File: src/rtl/module_packed_assembler_pkg.sv
// Shared types and constants for the byte-to-word assembler.
package module_packed_pkg;

    typedef enum logic {
        IDLE = 1'b0,
        HALF = 1'b1
    } asm_state_t;

    localparam int          BYTE_W   = 8;
    localparam int          WORD_W   = 16;
    localparam logic [7:0]  PAD_BYTE = 8'h00;

endpackage

File: src/rtl/module_packed_assembler_if.sv
// Byte-in / word-out bus of the assembler; master is the environment side.
interface module_packed_assembler_if
    import module_packed_pkg::*;
#(
    parameter int DEPTH = 2
);
    localparam int CW = $clog2(DEPTH + 1);

    logic [BYTE_W-1:0] byte_in;
    logic              byte_valid;
    logic              byte_ready;
    logic              flush;
    logic              consume;
    logic [WORD_W-1:0] word_out;
    logic [BYTE_W-1:0] chk_out;
    logic              word_valid;
    logic [CW-1:0]     count;
    logic              underflow;

    modport master (
        output byte_in, byte_valid, flush, consume,
        input  byte_ready, word_out, chk_out, word_valid, count, underflow
    );

    modport slave (
        input  byte_in, byte_valid, flush, consume,
        output byte_ready, word_out, chk_out, word_valid, count, underflow
    );

endinterface

File: src/rtl/module_packed_assembler_fifo.sv
// Small word FIFO with separate count; caller guarantees push only with space, pop only when non-empty.
module pa_word_fifo #(
    parameter int DEPTH  = 2,
    parameter int WORD_W = 16,
    localparam int AW    = $clog2(DEPTH),
    localparam int CW    = $clog2(DEPTH + 1)
) (
    input  logic              clk,
    input  logic              rst_n,
    input  logic              push_i,
    input  logic              pop_i,
    input  logic [WORD_W-1:0] data_i,
    output logic [WORD_W-1:0] head_o,
    output logic [CW-1:0]     count_o,
    output logic              full_o,
    output logic              empty_o
);

    logic [WORD_W-1:0] mem_q [DEPTH];
    logic [AW-1:0]     wr_q, rd_q;
    logic [CW-1:0]     cnt_q;

    assign count_o = cnt_q;
    assign full_o  = (cnt_q == CW'(DEPTH));
    assign empty_o = (cnt_q == '0);
    assign head_o  = empty_o ? '0 : mem_q[rd_q];

    always_ff @(posedge clk) begin
        if (push_i) mem_q[wr_q] <= data_i;
    end

    // Pointers wrap naturally since DEPTH is a power of two.
    always_ff @(posedge clk or negedge rst_n) begin
        if (!rst_n) begin
            wr_q  <= '0;
            rd_q  <= '0;
            cnt_q <= '0;
        end else begin
            if (push_i) wr_q <= wr_q + AW'(1);
            if (pop_i)  rd_q <= rd_q + AW'(1);
            case ({push_i, pop_i})
                2'b10:   cnt_q <= cnt_q + CW'(1);
                2'b01:   cnt_q <= cnt_q - CW'(1);
                default: cnt_q <= cnt_q;
            endcase
        end
    end

endmodule

File: src/rtl/module_packed_assembler.sv
// Pairs stream bytes (low first) into 16-bit words queued in pa_word_fifo.
module module_packed_assembler
    import module_packed_pkg::*;
#(
    parameter int DEPTH  = 2,
    parameter bit PAD_EN = 1'b1
) (
    input  logic                      clk,
    input  logic                      rst_n,
    module_packed_assembler_if.slave  bus
);

    localparam int CW = $clog2(DEPTH + 1);

    asm_state_t        state_q, state_d;
    logic [BYTE_W-1:0] lo_q, lo_d;
    logic              underflow_q, underflow_d;

    logic              push, pop, full, empty, space, hs;
    logic [WORD_W-1:0] push_data, head;
    logic [CW-1:0]     cnt;

    assign pop   = bus.consume && !empty;
    assign space = !full || pop;
    assign bus.byte_ready = (state_q == IDLE) || !full || bus.consume;
    assign hs    = bus.byte_valid && bus.byte_ready;

    always_comb begin
        state_d     = state_q;
        lo_d        = lo_q;
        push        = 1'b0;
        push_data   = {bus.byte_in, lo_q};
        underflow_d = underflow_q | (bus.consume && empty);
        case (state_q)
            IDLE: begin
                if (hs) begin
                    lo_d    = bus.byte_in;
                    state_d = HALF;
                end
            end
            HALF: begin
                // A real second byte wins over a simultaneous flush.
                if (hs) begin
                    push    = 1'b1;
                    state_d = IDLE;
                end else if (bus.flush) begin
                    if (!PAD_EN) begin
                        lo_d    = '0;
                        state_d = IDLE;
                    end else if (space) begin
                        push      = 1'b1;
                        push_data = {PAD_BYTE, lo_q};
                        state_d   = IDLE;
                    end
                end
            end
            default: state_d = IDLE;
        endcase
    end

    always_ff @(posedge clk or negedge rst_n) begin
        if (!rst_n) begin
            state_q     <= IDLE;
            lo_q        <= '0;
            underflow_q <= 1'b0;
        end else begin
            state_q     <= state_d;
            lo_q        <= lo_d;
            underflow_q <= underflow_d;
        end
    end

    pa_word_fifo #(.DEPTH(DEPTH), .WORD_W(WORD_W)) u_fifo (
        .clk     (clk),
        .rst_n   (rst_n),
        .push_i  (push),
        .pop_i   (pop),
        .data_i  (push_data),
        .head_o  (head),
        .count_o (cnt),
        .full_o  (full),
        .empty_o (empty)
    );

    assign bus.word_out   = head;
    assign bus.chk_out    = head[WORD_W-1:BYTE_W] ^ head[BYTE_W-1:0];
    assign bus.word_valid = !empty;
    assign bus.count      = cnt;
    assign bus.underflow  = underflow_q;

endmodule

File: src/flat_wrapper.sv
// flat-port wrapper written by rule: the top's interface ports become plain ports
module module_packed_assembler_flat import module_packed_pkg::*;
#(
    parameter int DEPTH  = 2,
    parameter bit PAD_EN = 1'b1
)
  (clk, rst_n, bus_byte_in, bus_byte_valid, bus_flush, bus_consume, bus_byte_ready, bus_word_out, bus_chk_out, bus_word_valid, bus_count, bus_underflow);
  module_packed_assembler_if #(.DEPTH(DEPTH)) bus_i ();
  input  logic clk;
  input  logic rst_n;
  input wire logic [$bits(bus_i.byte_in)-1:0] bus_byte_in;
  input wire logic [$bits(bus_i.byte_valid)-1:0] bus_byte_valid;
  input wire logic [$bits(bus_i.flush)-1:0] bus_flush;
  input wire logic [$bits(bus_i.consume)-1:0] bus_consume;
  output wire logic [$bits(bus_i.byte_ready)-1:0] bus_byte_ready;
  output wire logic [$bits(bus_i.word_out)-1:0] bus_word_out;
  output wire logic [$bits(bus_i.chk_out)-1:0] bus_chk_out;
  output wire logic [$bits(bus_i.word_valid)-1:0] bus_word_valid;
  output wire logic [$bits(bus_i.count)-1:0] bus_count;
  output wire logic [$bits(bus_i.underflow)-1:0] bus_underflow;
  assign bus_i.byte_in = bus_byte_in;
  assign bus_i.byte_valid = bus_byte_valid;
  assign bus_i.flush = bus_flush;
  assign bus_i.consume = bus_consume;
  assign bus_byte_ready = bus_i.byte_ready;
  assign bus_word_out = bus_i.word_out;
  assign bus_chk_out = bus_i.chk_out;
  assign bus_word_valid = bus_i.word_valid;
  assign bus_count = bus_i.count;
  assign bus_underflow = bus_i.underflow;
  module_packed_assembler #(.DEPTH(DEPTH), .PAD_EN(PAD_EN)) u_core (.clk(clk), .rst_n(rst_n), .bus(bus_i));
endmodule
File: config.mk
export PLATFORM = sky130hd
export DESIGN_NAME = module_packed_assembler_flat
export DESIGN_NICKNAME = d
export VERILOG_FILES = /design/src/rtl/module_packed_assembler_pkg.sv /design/src/rtl/module_packed_assembler_if.sv /design/src/rtl/module_packed_assembler_fifo.sv /design/src/rtl/module_packed_assembler.sv /design/src/flat_wrapper.sv
export SDC_FILE = /design/constraint.sdc
export NUM_CORES = 1
export LEC_CHECK = 0
export BUFFER_PORTS_ARGS = -buffer_cell sky130_fd_sc_hd__clkbuf_2
export CORE_MARGIN = 2
export CORE_UTILIZATION = 45
export DETAILED_ROUTE_END_ITERATION = 10
export GPL_ROUTABILITY_DRIVEN = 0
export PLACE_DENSITY_LB_ADDON = 0.08
export SETUP_SLACK_MARGIN = 0.02
export SYNTH_ARGS = -nofsm -noshare
export SYNTH_HDL_FRONTEND = slang
export SYNTH_HIERARCHICAL = 1
export SYNTH_SLANG_ARGS = --single-unit
File: constraint.sdc
create_clock -name clk -period 6.8 [get_ports clk]
set_input_delay 1.36 -clock clk [delete_from_list [all_inputs] [get_ports clk]]
set_output_delay 1.36 -clock clk [all_outputs]
set_load 0.1 [all_outputs]
==> results of run 1 <==
## routing by layer
metal | global-route usage | up-vias
li1 | - | 549
met1 | 0.189 | 561
met2 | 0.258 | 31
met3 | 0.0442 | 7
met4 | 0.0608 | 0
met5 | 0 | -
## cells in the final DEF (no fill, tap or decap)
master / n
clkbuf_1: 2
clkbuf_8: 5
nor2b_1: 8
nand3b_1: 1
and2_1: 1
xor2_1: 11
edfxtp_1: 32
nor2_1: 18
dfrtp_1: 14
nand2_1: 1
xnor2_1: 2
nor2_2: 1
o21ai_1: 1
ha_1: 1
a31o_2: 1
mux2i_1: 16
bufinv_16: 1
a21oi_1: 1
and2b_2: 1
buf_4: 1
mux2_4: 8
o21ai_0: 2
nand2b_1: 1
a21o_1: 1
or2b_1: 1
clkbuf_2: 41
inv_1: 3
nand2b_4: 1
a211oi_4: 1
## sequential cells by signal, indices dropped and copies added (netlist names)
| name | flops |
|---|---|
| u_core/u_fifo/mem_q | 32 |
| u_core/lo_q | 8 |
| u_core/u_fifo/count_o | 2 |
| u_core/bus.underflow | 1 |
| u_core/state_q | 1 |
| u_core/u_fifo/rd_q | 1 |
| u_core/u_fifo/wr_q | 1 |
## cells in the mapped netlist, drive strengths merged (2+ instances only)
cell / n
nor2b: 8
o21ai: 3
edfxtp: 32
mux2: 8
buf: 4
xor2: 11
dfrtp: 14
xnor2: 2
inv: 3
nand2b: 2
mux2i: 16
nor2: 19
## logic make-up after synthesis
kind of cell | count (synthesis) | share of synthesized area
compound gates | 7 | 0.0281
simple gates | 34 | 0.0886
fa+ha+maj | 1 | 0.00624
buf+inv | 7 | 0.0262
mux | 24 | 0.140
xor+xnor | 13 | 0.0568
flops | 46 | 0.654
## final timing paths
kind	end	cells after the start	startpoint
worst min-delay path	u_core/u_fifo/mem_q[1][3]	0	u_core/lo_q[3]
worst max register to register	u_core/u_fifo/mem_q[1][15]	5	u_core/u_fifo/count_o[0]
worst min register to register	u_core/u_fifo/mem_q[1][3]	0	u_core/lo_q[3]
worst max-delay path	bus_chk_out[2]	4	u_core/u_fifo/rd_q
min in group asynchronous	u_core/lo_q[1]	1	rst_n
max in group asynchronous	u_core/lo_q[2]	1	rst_n
## cell type report
cell class	count	area share
clock buffer	7	0.0325
clock inverter	1	0.0128
inverter	3	0.00480
multi-input combinational	79	0.273
sequential	46	0.559
tap	52	0.0277
timing repair buffer	42	0.0906
## per-stage QoR
stage	hold slack (ns)	utilization	setup WS (ns)	instance area (um^2)
finish	0.476	0.543	3.13	2350
detailed placement	0.461	0.518	3.34	2240
global placement	0.451	0.518	3.39	2240
global route	0.495	0.543	2.93	2350
floorplan	0.442	-	1.21	2000
CTS	0.476	0.543	3.06	2350
==> flow_metrics.env, run 1 <==
export IMPL_slowest_delay_ns=0.98
export IMPL_syn2layout_area_growth_pct=17.1
export IMPL_tightest_slew_ns=0.964
export IMPL_synth_nets=146
export IMPL_async_flop_share=0.304
export IMPL_wl_met2_um=1750
export IMPL_overflow=0
export IMPL_hold_viol_final=0
export IMPL_h_tree_depth=2
export IMPL_period_minus_slack_ns=3.67
export IMPL_rrSetupSlack_ns=4.30
export IMPL_maxSlewHeadroom=0.357
export IMPL_regArea_um2=1310
export IMPL_critPathCaptureType="output pin"
export IMPL_crit_type="reg -> out"
export IMPL_rsz0062_at_grt="no"
export IMPL_finalSetupViolations=0
export IMPL_cp_max_fo=17
export IMPL_drt_initial_drc_count=70
export IMPL_grt_pass1_vias=1207
export IMPL_initial_utilization=0.464
export IMPL_rows=24
export IMPL_clock_sinks=46
export IMPL_setup_tns_ns=0
export IMPL_arrival_ns=2.31
export IMPL_yosysTopAreaCell="edfxtp_1"
export IMPL_path_clk_slew_ns=0.08
export IMPL_insertion_delay_ns=0.29
export IMPL_status="finished clean"
export IMPL_post_synth_num_cell_types=27
export IMPL_cpLargestDelayFamily="flip-flops"
export IMPL_dp_hpwl_um=2240
export IMPL_wl_um=3400
export IMPL_fin_worst_skew_ns=0.00683
export IMPL_drc=0
export IMPL_fmax_mhz=272
export IMPL_worstPathCellList="mux2i_1 -> nor2_1 -> xor2_1 -> clkbuf_2"
export IMPL_yosys_area_top_type_share=0.479
export IMPL_drive_gt1_frac=0.343
export IMPL_cts_tree="done"
export IMPL_drv_cap=0
export IMPL_nets=191
export IMPL_dieArea_um2=5000
export IMPL_io_buffers=41
export IMPL_yosysSeqAreaShare=0.654
export IMPL_cts_buffers=5
export IMPL_multiInputGateArea_um2=641
export IMPL_avgViaCountPerCell=4.99
export IMPL_synth_edf_count=32
export IMPL_antenna_cells=0
export IMPL_drtPass1Iterations=4
export IMPL_synth_seq_cells=46
export IMPL_ys_warn_count=6
export IMPL_fillers=386
export IMPL_num_io_pins=42
export IMPL_numPlacedInstances=222
export IMPL_netlist_instances=132
export IMPL_syn_area_um2=2000
export IMPL_highest_layer="met4"
export IMPL_wl_met3_um=162
export IMPL_synth_flop_cell="edfxtp_1"
export IMPL_cts_resized_gates=0
export IMPL_ant_nets=0
export IMPL_root_buffer="clkbuf_8"
export IMPL_die_h_um=70.7
export IMPL_critPathBufInv=1
export IMPL_grt_max_degree=20
export IMPL_drt_met1_wl_um=1420
export IMPL_final_cell_count_no_fill=230
export IMPL_synthTopCellsByArea="edfxtp_1 48%, dfrtp_1 17%, mux2i_1 8.0%"
export IMPL_postCtsHoldBufs=0
export IMPL_cts_setup_buffers=0
export IMPL_post_drt_wl_per_cell_um=14.8
export IMPL_grt_util_all_layers=0.154
export IMPL_syn_area_per_cell_um2=15.2
export IMPL_crit_slowest_cell="dfrtp_1"
export IMPL_worst_setup_path_start_kind="flip-flop"
export IMPL_worst_ep_required_time_ns=5.44
export IMPL_die_w_um=70.7
export IMPL_fin_crit_sh=0.540
export IMPL_holdCritPathClass="reg -> reg"
export IMPL_core_area_um2=4320
export IMPL_num_vias=1148
export IMPL_slew_violations=0
export IMPL_grt_pass1_wl_um=5820
export IMPL_clock_path_buffers=2
export IMPL_antenna_found_initial=0
Power of run 1 is not shown: default switching activity piles up to over one toggle a cycle in this logic, so the estimate is an artifact.
==> inputs of run 2 (changes only) <==
- ABC_AREA: default -> 1
- clock period: 6.8 -> 3.2 ns (I/O delays scaled with it)
==> flow_metrics.env, run 2 <==
export IMPL_postCtsHoldBufs=0
export IMPL_rrSetupSlack_ns=0.84
export IMPL_r2r_start="u_core/u_fifo/count_o[0]"
export IMPL_fin_crit_sh=0.879
export IMPL_status="finished clean"
export IMPL_rows=24
export IMPL_syn_area_um2=2080
export IMPL_cts_resized_gates=0
export IMPL_arrival_ns=2.17
export IMPL_slew_violations=0
export IMPL_netlist_instances=188
export IMPL_cts_setup_buffers=0
export IMPL_yosysMostFrequentCell="nand2_1"
export IMPL_synthTopCellsByArea="edfxtp_1 46%, dfrtp_1 17%, nand2_1 12%"
export IMPL_h_tree_depth=2
export IMPL_fin_ws_ns=0.388
export IMPL_syn2layout_area_growth_pct=29.6
export IMPL_rsz0062_at_grt="no"
export IMPL_yosysTopAreaCell="edfxtp_1"
export IMPL_cts_tree="done"
export IMPL_antenna_cells=0
export IMPL_worst_setup_path_start_kind="flip-flop"
export IMPL_largest_reg_flops=32
export IMPL_dp_hpwl_um=3100
export IMPL_post_drt_wl_per_cell_um=14.2
export IMPL_synth_nets=202
export IMPL_num_vias=1438
export IMPL_crit_path_end="bus_chk_out[3]"
export IMPL_highest_layer="met4"
export IMPL_crit_type="reg -> out"
export IMPL_holdCritPathClass="in -> async"
export IMPL_fin_worst_skew_ns=0.0107
export IMPL_worst_ep_required_time_ns=2.56
export IMPL_wl_met3_um=186
export IMPL_wl_met2_um=2270
export IMPL_reg2reg_to="u_core/u_fifo/count_o[1]"
export IMPL_finalSetupViolations=0
export IMPL_ys_top_cells_by_count="65 x nand2_1, 32 x edfxtp_1, 18 x inv_1"
export IMPL_drc=0
export IMPL_fmax_mhz=356
export IMPL_fillers=366
export IMPL_die_w_um=71.9
export IMPL_core_area_um2=4410
export IMPL_grt_util_all_layers=0.178
export IMPL_post_synth_num_cell_types=24
export IMPL_syn_area_per_cell_um2=11.0
export IMPL_synth_seq_cells=46
export IMPL_grt_pass1_vias=1520
export IMPL_dieArea_um2=5170
export IMPL_clock_path_buffers=2
export IMPL_grt_max_degree=19
export IMPL_synth_flop_cell="edfxtp_1"
export IMPL_ys_warn_count=6
export IMPL_path_clk_slew_ns=0.08
export IMPL_pre_cts_ws_ns=0.725
export IMPL_setup_tns_ns=0
export IMPL_period_minus_slack_ns=2.81
export IMPL_top_register="u_core/u_fifo/mem_q"
export IMPL_tightest_slew_ns=0.642
export IMPL_synth_edf_count=32
export IMPL_drv_cap=0
export IMPL_hold_viol_final=0
export IMPL_ant_nets=0
export IMPL_wl_um=4080
export IMPL_async_flop_share=0.304
export IMPL_antenna_found_initial=0
export IMPL_die_h_um=71.9
export IMPL_cts_buffers=5
export IMPL_avgViaCountPerCell=5.01
export IMPL_num_io_pins=42
export IMPL_clock_sinks=46
export IMPL_critPathCaptureType="output pin"
export IMPL_drt_initial_drc_count=61
export IMPL_drive_gt1_frac=0.409
export IMPL_drt_met1_wl_um=1500
export IMPL_yosys_area_top_type_share=0.463
export IMPL_overflow=0
export IMPL_maxSlewHeadroom=0.572
export IMPL_yosysSeqAreaShare=0.631
export IMPL_critPathLaunch="u_core/u_fifo/rd_q"
export IMPL_most_common_layout_cells="65 x nand2_1, 41 x clkbuf_2, 32 x edfxtp_1, 18 x inv_1, 14 x a21oi_4"
export IMPL_layout_commonest_cell="nand2_1"
export IMPL_initial_utilization=0.471
export IMPL_grt_pass1_wl_um=6910
export IMPL_root_buffer="clkbuf_8"
export IMPL_drtPass1Iterations=4
export IMPL_nets=248
export IMPL_io_buffers=41
export IMPL_reg2regPathDepth=12
export IMPL_insertion_delay_ns=0.29
export IMPL_cp_max_fo=18
## run 2: critical path, stage by stage (launching register included)
cell and delay (ns):
dfrtp_1 0.76, nand2_1 0.23, a21oi_4 0.28, xor2_4 0.15, clkbuf_2 0.46
## run 2: cell type report
type	instances	area, um^2	share of cell area
Tap cell	52	65.1	0.0242
Multi-Input combinational cell	118	920	0.342
Timing Repair Buffer	43	233	0.0865
Clock buffer	6	72.6	0.0270
Clock inverter	2	10.0	0.00372
Inverter	20	77.6	0.0288
Sequential cell	46	1310	0.488
## run 2: how the worst min path moves through the flow
stage | start | to | slack [ns]
after floorplan | rst_n | u_core/bus.underflow | 0.34
after global placement | u_core/lo_q[4] | u_core/u_fifo/mem_q[0][4] | 0.45
after detailed placement | u_core/lo_q[4] | u_core/u_fifo/mem_q[0][4] | 0.46
after CTS | rst_n | u_core/u_fifo/wr_q | 0.25
after global routing | rst_n | u_core/u_fifo/wr_q | 0.26
final | rst_n | u_core/u_fifo/wr_q | 0.25
## run 2: cell families (layout without fill, tap and decap cells)
| family | Yosys count | after routing | synth area share |
|---|---|---|---|
| simple gates | 88 | 88 | 0.198 |
| flops | 46 | 46 | 0.631 |
| fa+ha+maj | 1 | 1 | 0.00602 |
| buf+inv | 24 | 71 | 0.0572 |
| compound gates | 18 | 18 | 0.0608 |
| xor+xnor | 11 | 11 | 0.0464 |
## run 2: per-stage QoR
stage | area (um^2) | hold slack (ns) | utilization | cells
floorplan | 2350 | 0.344 | - | 188
global placement | 2610 | 0.449 | 0.591 | 279
detailed placement | 2610 | 0.460 | 0.591 | 279
CTS | 2690 | 0.254 | 0.610 | 287
global route | 2690 | 0.256 | 0.610 | 287
finish | 2690 | 0.249 | 0.610 | 287
## run 2: metal layers
layer / track usage / vias up
li1: - / 692
met1: 0.185 / 685
met2: 0.336 / 47
met3: 0.0458 / 14
met4: 0.0734 / 0
met5: 0 / -
Power of run 2 is left out for the same reason.
